`config.mk`:
```
export PLATFORM = sky130hd
export DESIGN_NAME = fir_sample_driver
export DESIGN_NICKNAME = d
export VERILOG_FILES = /design/src/rtl/fir_pkg.sv /design/src/rtl/fir_sample_driver_sync_fifo.sv /design/src/rtl/fir_sample_driver.sv
export SDC_FILE = /design/constraint.sdc
export NUM_CORES = 1
export LEC_CHECK = 0
export BUFFER_PORTS_ARGS = -buffer_cell sky130_fd_sc_hd__buf_4
export CAP_MARGIN = 20
export CORE_UTILIZATION = 55
export CTS_CLUSTER_DIAMETER = 100
export CTS_CLUSTER_SIZE = 16
export DETAILED_ROUTE_END_ITERATION = 8
export PLACE_DENSITY = 0.78
export SLEW_MARGIN = 20
export SYNTH_ARGS = -nofsm -noshare
export SYNTH_HDL_FRONTEND = slang
export SYNTH_SLANG_ARGS = --single-unit
export TNS_END_PERCENT = 1
```
`constraint.sdc`:
```
create_clock -name clk -period 3 [get_ports clk]
set_clock_uncertainty 0.1 [all_clocks]
set_input_delay 0.15 -clock clk [delete_from_list [all_inputs] [get_ports clk]]
set_output_delay 0.15 -clock clk [all_outputs]
set_load 0.02 [all_outputs]
```
`src/rtl/fir_pkg.sv`:
```
// Shared definitions for the FIR sample driver: FSM state encodings, default widths
// and the FIR core ready/busy handshake levels.
package fir_pkg;

    localparam int FIR_DATA_W = 16;
    localparam int FIR_WDOG_W = 8;

    localparam logic FIR_CORE_IDLE = 1'b1;
    localparam logic FIR_CORE_BUSY = 1'b0;

    typedef enum logic [2:0] {
        ST_IDLE      = 3'd0,
        ST_LAUNCH    = 3'd1,
        ST_WAIT_LOW  = 3'd2,
        ST_WAIT_HIGH = 3'd3,
        ST_DONE      = 3'd4
    } fir_state_e;

    function automatic logic fir_is_waiting(input fir_state_e st);
        return (st == ST_WAIT_LOW) || (st == ST_WAIT_HIGH);
    endfunction

endpackage

```
`src/rtl/fir_sample_driver_sync_fifo.sv`:
```
// Small synchronous FIFO with first-word-fall-through head; simultaneous push and pop
// are both honoured, a push while full is dropped.
module sync_fifo
    import fir_pkg::*;
#(
    parameter int DATA_W = FIR_DATA_W,
    parameter int DEPTH  = 4
) (
    input  logic                       clk,
    input  logic                       reset_n,
    input  logic                       i_push,
    input  logic [DATA_W-1:0]          i_push_data,
    input  logic                       i_pop,
    output logic [DATA_W-1:0]          o_head,
    output logic                       o_full,
    output logic                       o_empty,
    output logic [$clog2(DEPTH):0]     o_level
);

    localparam int AW = $clog2(DEPTH);
    localparam int LW = AW + 1;

    logic [DATA_W-1:0] r_mem [DEPTH];
    logic [AW-1:0]     r_wr_ptr;
    logic [AW-1:0]     r_rd_ptr;
    logic [LW-1:0]     r_level;
    logic              w_push_ok;
    logic              w_pop_ok;

    assign o_full    = (r_level == LW'(DEPTH));
    assign o_empty   = (r_level == {LW{1'b0}});
    assign o_level   = r_level;
    assign o_head    = r_mem[r_rd_ptr];
    assign w_push_ok = i_push & ~o_full;
    assign w_pop_ok  = i_pop & ~o_empty;

    // Storage array; pointers wrap naturally because DEPTH is a power of two.
    always_ff @(posedge clk or negedge reset_n) begin
        if (!reset_n) begin
            for (int i = 0; i < DEPTH; i++) begin
                r_mem[i] <= {DATA_W{1'b0}};
            end
        end else if (w_push_ok) begin
            r_mem[r_wr_ptr] <= i_push_data;
        end
    end

    // Pointer and occupancy bookkeeping.
    always_ff @(posedge clk or negedge reset_n) begin
        if (!reset_n) begin
            r_wr_ptr <= {AW{1'b0}};
            r_rd_ptr <= {AW{1'b0}};
            r_level  <= {LW{1'b0}};
        end else begin
            if (w_push_ok) begin
                r_wr_ptr <= r_wr_ptr + AW'(1);
            end
            if (w_pop_ok) begin
                r_rd_ptr <= r_rd_ptr + AW'(1);
            end
            case ({w_push_ok, w_pop_ok})
                2'b10:   r_level <= r_level + LW'(1);
                2'b01:   r_level <= r_level - LW'(1);
                default: r_level <= r_level;
            endcase
        end
    end

endmodule

```
`src/rtl/fir_sample_driver.sv`:
```
// Initiator side of the act/ready FIR handshake: queues samples, launches one computation
// at a time and returns each result as a one-cycle pulse. Watchdog: FIR_DRV_TIMEOUT_EN.
module fir_sample_driver
    import fir_pkg::*;
#(
    parameter int DATA_W      = FIR_DATA_W,
    parameter int FIFO_DEPTH  = 4,
    parameter int TIMEOUT_CYC = 63
) (
    input  logic                          clk,
    input  logic                          reset_n,
    input  logic [DATA_W-1:0]             in_data,
    input  logic                          in_valid,
    output logic                          in_ready,
    output logic [$clog2(FIFO_DEPTH):0]   fifo_level,
    output logic [DATA_W-1:0]             fir_x,
    output logic                          fir_act,
    input  logic                          fir_ready,
    input  logic [DATA_W-1:0]             fir_y,
    output logic [DATA_W-1:0]             out_y,
    output logic                          out_valid,
    output logic                          busy,
    output logic                          err
);

    fir_state_e         r_state;
    logic [DATA_W-1:0]  r_x;
    logic [DATA_W-1:0]  r_y;
    logic               r_act;
    logic               r_valid;
    logic               r_busy;

    logic [DATA_W-1:0]  w_head;
    logic               w_full;
    logic               w_empty;
    logic               w_pop;
    logic               w_step_low;
    logic               w_step_high;
    logic               w_abort;

    assign w_pop       = (r_state == ST_IDLE) && !w_empty && (fir_ready == FIR_CORE_IDLE);
    assign w_step_low  = (r_state == ST_WAIT_LOW) && (fir_ready == FIR_CORE_BUSY);
    assign w_step_high = (r_state == ST_WAIT_HIGH) && (fir_ready == FIR_CORE_IDLE);

    sync_fifo #(
        .DATA_W (DATA_W),
        .DEPTH  (FIFO_DEPTH)
    ) u_fifo (
        .clk         (clk),
        .reset_n     (reset_n),
        .i_push      (in_valid),
        .i_push_data (in_data),
        .i_pop       (w_pop),
        .o_head      (w_head),
        .o_full      (w_full),
        .o_empty     (w_empty),
        .o_level     (fifo_level)
    );

`ifdef FIR_DRV_TIMEOUT_EN
    localparam logic [FIR_WDOG_W-1:0] TMO_LAST = FIR_WDOG_W'(TIMEOUT_CYC - 1);

    logic [FIR_WDOG_W-1:0] r_wdog;
    logic                  r_err;

    // A core answer in the same cycle as expiry still completes normally.
    assign w_abort = fir_is_waiting(r_state) && (r_wdog == TMO_LAST) && !w_step_low && !w_step_high;
    assign err     = r_err;

    // Watchdog counts only while waiting on the core.
    always_ff @(posedge clk or negedge reset_n) begin
        if (!reset_n) begin
            r_wdog <= {FIR_WDOG_W{1'b0}};
        end else if (r_state == ST_LAUNCH) begin
            r_wdog <= {FIR_WDOG_W{1'b0}};
        end else if (fir_is_waiting(r_state)) begin
            r_wdog <= r_wdog + FIR_WDOG_W'(1);
        end
    end

    // Sticky error flag, cleared only by reset.
    always_ff @(posedge clk or negedge reset_n) begin
        if (!reset_n) begin
            r_err <= 1'b0;
        end else if (w_abort) begin
            r_err <= 1'b1;
        end
    end
`else
    assign w_abort = 1'b0;
    assign err     = 1'b0;
`endif

    assign in_ready  = ~w_full;
    assign fir_x     = r_x;
    assign fir_act   = r_act;
    assign out_y     = r_y;
    assign out_valid = r_valid;
    assign busy      = r_busy;

    // Handshake FSM; act, valid and busy are registered alongside the state.
    always_ff @(posedge clk or negedge reset_n) begin
        if (!reset_n) begin
            r_state <= ST_IDLE;
            r_x     <= {DATA_W{1'b0}};
            r_y     <= {DATA_W{1'b0}};
            r_act   <= 1'b0;
            r_valid <= 1'b0;
            r_busy  <= 1'b0;
        end else begin
            case (r_state)
                ST_IDLE: begin
                    r_valid <= 1'b0;
                    if (w_pop) begin
                        r_x     <= w_head;
                        r_act   <= 1'b1;
                        r_busy  <= 1'b1;
                        r_state <= ST_LAUNCH;
                    end else begin
                        r_act  <= 1'b0;
                        r_busy <= 1'b0;
                    end
                end
                ST_LAUNCH: begin
                    r_act   <= 1'b0;
                    r_state <= ST_WAIT_LOW;
                end
                ST_WAIT_LOW: begin
                    if (w_step_low) begin
                        r_state <= ST_WAIT_HIGH;
                    end else if (w_abort) begin
                        r_busy  <= 1'b0;
                        r_state <= ST_IDLE;
                    end
                end
                ST_WAIT_HIGH: begin
                    if (w_step_high) begin
                        r_y     <= fir_y;
                        r_valid <= 1'b1;
                        r_state <= ST_DONE;
                    end else if (w_abort) begin
                        r_busy  <= 1'b0;
                        r_state <= ST_IDLE;
                    end
                end
                ST_DONE: begin
                    r_valid <= 1'b0;
                    r_busy  <= 1'b0;
                    r_state <= ST_IDLE;
                end
                default: begin
                    r_act   <= 1'b0;
                    r_valid <= 1'b0;
                    r_busy  <= 1'b0;
                    r_state <= ST_IDLE;
                end
            endcase
        end
    end

endmodule

```
# == Word level (Yosys, flattened, before mapping) ==
# Cells that the tools add are included.
# op_classes
order_cmp,3
n_addsub,4
n_mux,16
n_bitwise,8
eq_ne,10
n_reduce_logical,16
# ops
op,n
64-bit bitwise mux,1
16-bit 2-to-1 mux,3
16-bit binary-select mux with 2-bit select,1
16-bit demux with 2-bit select,1
3-bit case mux with 4 select lines,1
3-bit 2-to-1 mux,3
3-bit by 2-bit equality test with 1-bit output (second input constant),2
3-bit equality test (second input constant),2
3-bit greater-or-equal comparator (second input constant),2
3-bit zero test,2
2-bit NOT with 3-bit output,2
1-bit case mux with 2 select lines,3
3-bit case mux with 2 select lines,1
2-bit AND reduction,3
3-bit OR reduction,2
1-bit logical AND,5
2-bit by 1-bit adder with 2-bit output (second input constant),2
2-bit inequality test (second input constant),2
1-bit NOT,4
3-bit by 1-bit adder with 3-bit output (second input constant),1
3-bit by 1-bit equality test with 1-bit output (second input constant),1
3-bit by 1-bit less-than comparator with 1-bit output (second input constant),1
3-bit AND reduction,1
3-bit by 1-bit subtractor with 3-bit output (second input constant),1
other kinds (8),10
# totals
in_bits,36
ff_bits,109
elab_cells,70

# == Longest topological paths before layout ==
# logic_depth
ltp_word,7
depth_mapped,10

# == Hierarchy ==
# A second synthesis with hierarchy kept.
# hier_totals
cells_unflattened,285
area_unflattened_um2,4747.1
# modules_own_cells
module,area_each_um2,seq_area_each_um2,n_inst,cells_each
sync_fifo,3188.1,1776.7,1,192
fir_sample_driver,1559.0,950.9,1,93

# == Least setup slack after synthesis ==
# No wires, ideal clock.
# synth_timing
kind,register -> register
start,register u_fifo.r_level[0] (netlist: u_fifo.o_level[0])
end,register u_fifo.r_level[2] (netlist: u_fifo.o_level[2])
arrival_ns,2.066
setup_slack_ns,0.703
setup_ns,0.131
required_time_ns,2.769
period_less_slack_ns,2.297
path_stages_with_launch,11
cell_sequence,dfrtp_1 -> or3_1 -> nand2_2 -> buf_6 -> inv_1 -> ha_1 -> inv_1 -> fa_1 -> xor2_1 -> nor2_1 -> xor2_1
# synth_between
elab_chain_cells,7
# synth_rtl
item,line,text
"start, declared",fir_sample_driver_sync_fifo.sv:26,logic [LW-1:0] r_level;
"start signal, assigned",fir_sample_driver_sync_fifo.sv:53,r_level <= {LW{1'b0}};
"start signal, assigned",fir_sample_driver_sync_fifo.sv:62,2'b10: r_level <= r_level + LW'(1);
"start signal, assigned",fir_sample_driver_sync_fifo.sv:63,2'b01: r_level <= r_level - LW'(1);
3-bit zero test *,fir_sample_driver_sync_fifo.sv:31,assign o_empty = (r_level == {LW{1'b0}});
1-bit zero test,fir_sample_driver.sv:41,assign w_pop = (r_state == ST_IDLE) && !w_empty && (fir_ready == FIR_CORE_IDLE);
1-bit logical AND (2 in series),fir_sample_driver.sv:41,
1-bit bitwise AND *,fir_sample_driver_sync_fifo.sv:35,assign w_pop_ok = i_pop & ~o_empty;
via u_fifo.w_pop_ok,fir_sample_driver_sync_fifo.sv:28,logic w_pop_ok;
2-bit by 1-bit equality test with 1-bit output / 2-bit equality test (equally long branches),fir_sample_driver_sync_fifo.sv:61,"case ({w_push_ok, w_pop_ok})"
3-bit case mux with 2 select lines / 2-bit nonzero test (equally long branches),-,
# Mark *: on every way through the listed nets, which the timed path passes. The rest lies on a longest branch.
# A chain may end at the register's enable or synchronous reset.

# == Worst setup path in the final report ==
# layout_timing
start,register u_fifo.r_level[0] (netlist: u_fifo.o_level[0])
end,register u_fifo.r_level[2] (netlist: u_fifo.o_level[2])
# layout_between
elab_chain_cells,7
# layout_rtl
item,line
3-bit zero test,fir_sample_driver_sync_fifo.sv:31
1-bit zero test,fir_sample_driver.sv:41
1-bit logical AND (2 in series),fir_sample_driver.sv:41
1-bit bitwise AND,fir_sample_driver_sync_fifo.sv:35
2-bit by 1-bit equality test with 1-bit output / 2-bit equality test (equally long branches),fir_sample_driver_sync_fifo.sv:61
3-bit case mux with 2 select lines / 2-bit nonzero test (equally long branches),-
# Parallel ways exist; a longest one is shown, timed or not.

==> run summary <==
outcome -> finished clean
number of non-filler instances in the completed layout -> 502
fraction of the mapped netlist area in simple logic gates -> 3.69%
Hold Vio Cnt, Final -> 0
Root Buffer Master -> sky130_fd_sc_hd__clkbuf_8
wirelength, routed -> 8570 um
fraction of synthesized area in multiplexers -> 31.9%
crit-path max FO -> 6
Setup TNS Final -> 0 ns
type of the setup path with the least slack -> flop to flop
Area Overhead vs Synth -> 23.5%
max frequency -> 406 MHz
I/O pin cnt -> 76
combinational family with the most area after synthesis -> multiplexers
wire length of the first global-routing pass -> 14400 um
Critical Path Sink Type -> flop
pin count of the biggest net entering global routing -> 83
maximum buffer depth of the clock tree -> 2
data arrival time at the worst-slack endpoint -> 2.65 ns
total of buffers placed on input and output ports -> 74
synthesized instance count -> 283
sort of element at the start of the critical path -> flop
vias per std cell -> 5.34
actual transition at the worst max-transition pin -> 0.845 ns
slack of the worst reg-to-reg path -> 0.54 ns
Antenna Nets Post-Route -> 0
num rows -> 33
die outline height -> 95.3 um
Leak Pwr -> 2.71 nW
count of cells resized by post-cts repair -> 0
GRT Resource Usage Total -> 21.6%
min Tclk post-route -> 2.46 ns
endpoint of the most critical setup path -> u_fifo.o_level[2]$_DFFE_PN0P_
fraction of final layout cells with drive strength greater than 1 -> 49.6%
final-stage net count -> 435
cell area power density -> 1070 nW/um^2
horizontal die dimension -> 95.3 um
detail-routed net length per standard cell -> 17.1 um
count of final setup violators -> 0
Slew Limit Fails -> 0
# H-tree levels -> 3
fraction of the yosys area taken by sequential cells -> 57.0%
Critical Path Slowest Stage Cell -> sky130_fd_sc_hd__or3b_1
relative slew slack -> 43.7%
portion of the clock cycle consumed by the worst path in the final layout -> 82.1%
total instance count after detailed placement -> 453
Starting Density -> 57.7%
antenna cells -> 0
Starting DRT DRC Count -> 68
number of synthesized register bits -> 109
routability congestion estimate -> 0.677
unique cell type count in the Yosys netlist -> 34
R2R Path End -> u_fifo.o_level[2]$_DFFE_PN0P_
Post-Syn Area -> 4780 sq um
final cell utilization of the core -> 71.2%
Clock Sinks -> 109
Reg-to-Reg Start -> u_fifo.o_level[0]$_DFFE_PN0P_
via count of the first global-routing pass -> 2955
cell repeated most along the worst path -> sky130_fd_sc_hd__xor2_1
synthesized netlist net count -> 325
Worst Hold Class -> input pin to flop
later-pin clock latency in the skew report -> 0.36 ns
Num CTS Buffers -> 9
largest stage delay on the critical path -> 0.56 ns
adder and majority cell fraction of the synthesized area -> 1.73%
xor and xnor fraction of the mapped netlist area -> 1.10%
post-synthesis compound-gate area fraction -> 0.915%
TritonCTS clock tree -> done
number of max-cap violations -> 0
routed via count -> 2681
Worst IR Drop VDD -> 619 uV
first-pass iteration count of the detailed router -> 4
total global routing overflow -> 0
number of antenna violations at the first check in global routing -> 0
critical path cell sequence -> or3b_1, nand2_1, ha_1, inv_1, fa_1, xor2_1, nor2_1, xor2_1
DRC violations left -> 0
Worst EP required -> 3.19 ns
first element of the critical path -> u_fifo.o_level[0]$_DFFE_PN0P_
Final HPWL DP -> 5510 um
Die Outline Area -> 9080 sq um
count of buffers added by post-CTS timing repair for setup -> 0
mean area per synthesized cell -> 16.9 sq um
standard cell core area -> 8300 sq um
FF-to-FF path depth -> 8
synth warn -> 0
clock slew at the register clock pins of the worst setup and hold paths -> 0.09 ns
RSZ-0062 raised after global routing -> no
==> sequential cells by signal (all words and copies together) (netlist names) <==
name / cells
out_y: 16
out_valid: 1
u_fifo.o_level: 3
u_fifo.r_wr_ptr: 2
u_fifo.r_mem: 64
r_state: 3
busy: 1
fir_act: 1
fir_x: 16
u_fifo.r_rd_ptr: 2
==> worst min-delay path by stage <==
stage | from | to | depth (start not counted)
final | in_valid | u_fifo.r_wr_ptr[0]$_DFFE_PN0P_ | 3
after global placement | reset_n | u_fifo.o_level[0]$_DFFE_PN0P_ | 1
after floorplan | reset_n | busy$_DFFE_PN0N_ | 0
after detailed placement | reset_n | u_fifo.o_level[2]$_DFFE_PN0P_ | 1
after global routing | in_valid | u_fifo.r_wr_ptr[0]$_DFFE_PN0P_ | 3
after CTS | in_valid | u_fifo.r_wr_ptr[0]$_DFFE_PN0P_ | 3
==> power breakdown <==
group | switching, W | total [W] | internal (W)
Clock | 0.000462 | 0.000890 | 0.000428
Combinational | 0.00113 | 0.00274 | 0.00161
Sequential | 0.000471 | 0.00269 | 0.00222
==> synthesized netlist by cell type (all sizes together) <==
cell type	instances	area share [%]
clkbuf	1	0.078
buf	13	3.0
conb	1	0.078
nor2	3	0.24
mux2	97	24
a32oi	1	0.18
mux4	16	7.5
ha	5	1.3
or2b	1	0.16
a21o	1	0.16
nand2	2	0.21
a21oi	2	0.21
mux2i	1	0.21
nand3	8	2.0
inv	7	0.55
xnor2	4	0.73
fa	1	0.42
or3b	1	0.18
nor3b	1	0.16
dfrtp	109	57
or3	1	0.13
o21ai	2	0.21
xor2	2	0.37
nor4b	1	0.50
a22oi	1	0.16
or2	1	0.13
==> worst max-delay path, delay by kind of cell, from the launching register on <==
kind | cells | cell delay [ns]
DFF | 1 | 0.43
xor gates and xnor gates | 2 | 0.30
adders and majority gates | 2 | 0.59
and+or+nand+nor | 3 | 0.89
buffers and inverters | 1 | 0.07
==> repair_timing <==
action / CTS / global route
endpoints found under the setup margin: 0 / 0
hold buffers: 34 / 0
endpoints found under the hold margin: 161 / 0
==> layout by cell type, fill, tap and decap left out, types with 2 or more instances in the layout <==
| master | count |
|---|---|
| sky130_fd_sc_hd__xnor2_1 | 4 |
| sky130_fd_sc_hd__dlygate4sd3_1 | 34 |
| sky130_fd_sc_hd__nand3_4 | 4 |
| sky130_fd_sc_hd__o21ai_0 | 2 |
| sky130_fd_sc_hd__ha_1 | 5 |
| sky130_fd_sc_hd__buf_4 | 78 |
| sky130_fd_sc_hd__mux2_2 | 64 |
| sky130_fd_sc_hd__nor2_1 | 3 |
| sky130_fd_sc_hd__a21oi_1 | 2 |
| sky130_fd_sc_hd__nand3_1 | 3 |
| sky130_fd_sc_hd__clkbuf_8 | 11 |
| sky130_fd_sc_hd__mux2_4 | 17 |
| sky130_fd_sc_hd__xor2_1 | 2 |
| sky130_fd_sc_hd__mux4_2 | 16 |
| sky130_fd_sc_hd__dfrtp_1 | 109 |
| sky130_fd_sc_hd__clkinvlp_4 | 2 |
| sky130_fd_sc_hd__inv_1 | 7 |
| sky130_fd_sc_hd__mux2_1 | 16 |
==> kinds of logic after synthesis <==
| family | count (synthesis) |
|---|---|
| buf+inv | 21 |
| other cells | 1 |
| compound gates | 7 |
| xor+xnor | 6 |
| fa+ha+maj | 6 |
| mux | 114 |
| flops | 109 |
| simple gates | 19 |
==> layout make-up <==
cell class,count,area (sq um)
Sequential cell,109,2730
Multi-Input combinational cell,153,1890
Inverter,7,26.3
Timing Repair Buffer,113,937
Clock buffer,12,155
Clock inverter,3,45.0
Fill cell,549,2390
Tap cell,105,131
==> metrics by stage <==
stage / worst slack [ns] / power [W] / area (sq um) / hold slack (ns)
after global routing: 0.367 / 0.00673 / 5910 / 0.0918
after detailed placement: 0.549 / 0.00547 / 5360 / 0.287
after floorplan: 0.703 / 0.00467 / 4780 / -0.246
after global placement: 0.636 / 0.00533 / 5360 / 0.277
after CTS: 0.519 / 0.00641 / 5900 / 0.0667
final: 0.537 / 0.00632 / 5910 / 0.0938
==> routing by layer <==
metal  GRT usage [%]  vias up  part of all wire (%)
li1                -     1240                     -
met1            25.0     1365                    41
met2            38.3       67                    53
met3            6.38        9                   4.9
met4            7.07        0                   1.2
met5               0        -                     0
(Power assumes the default switching activity.)
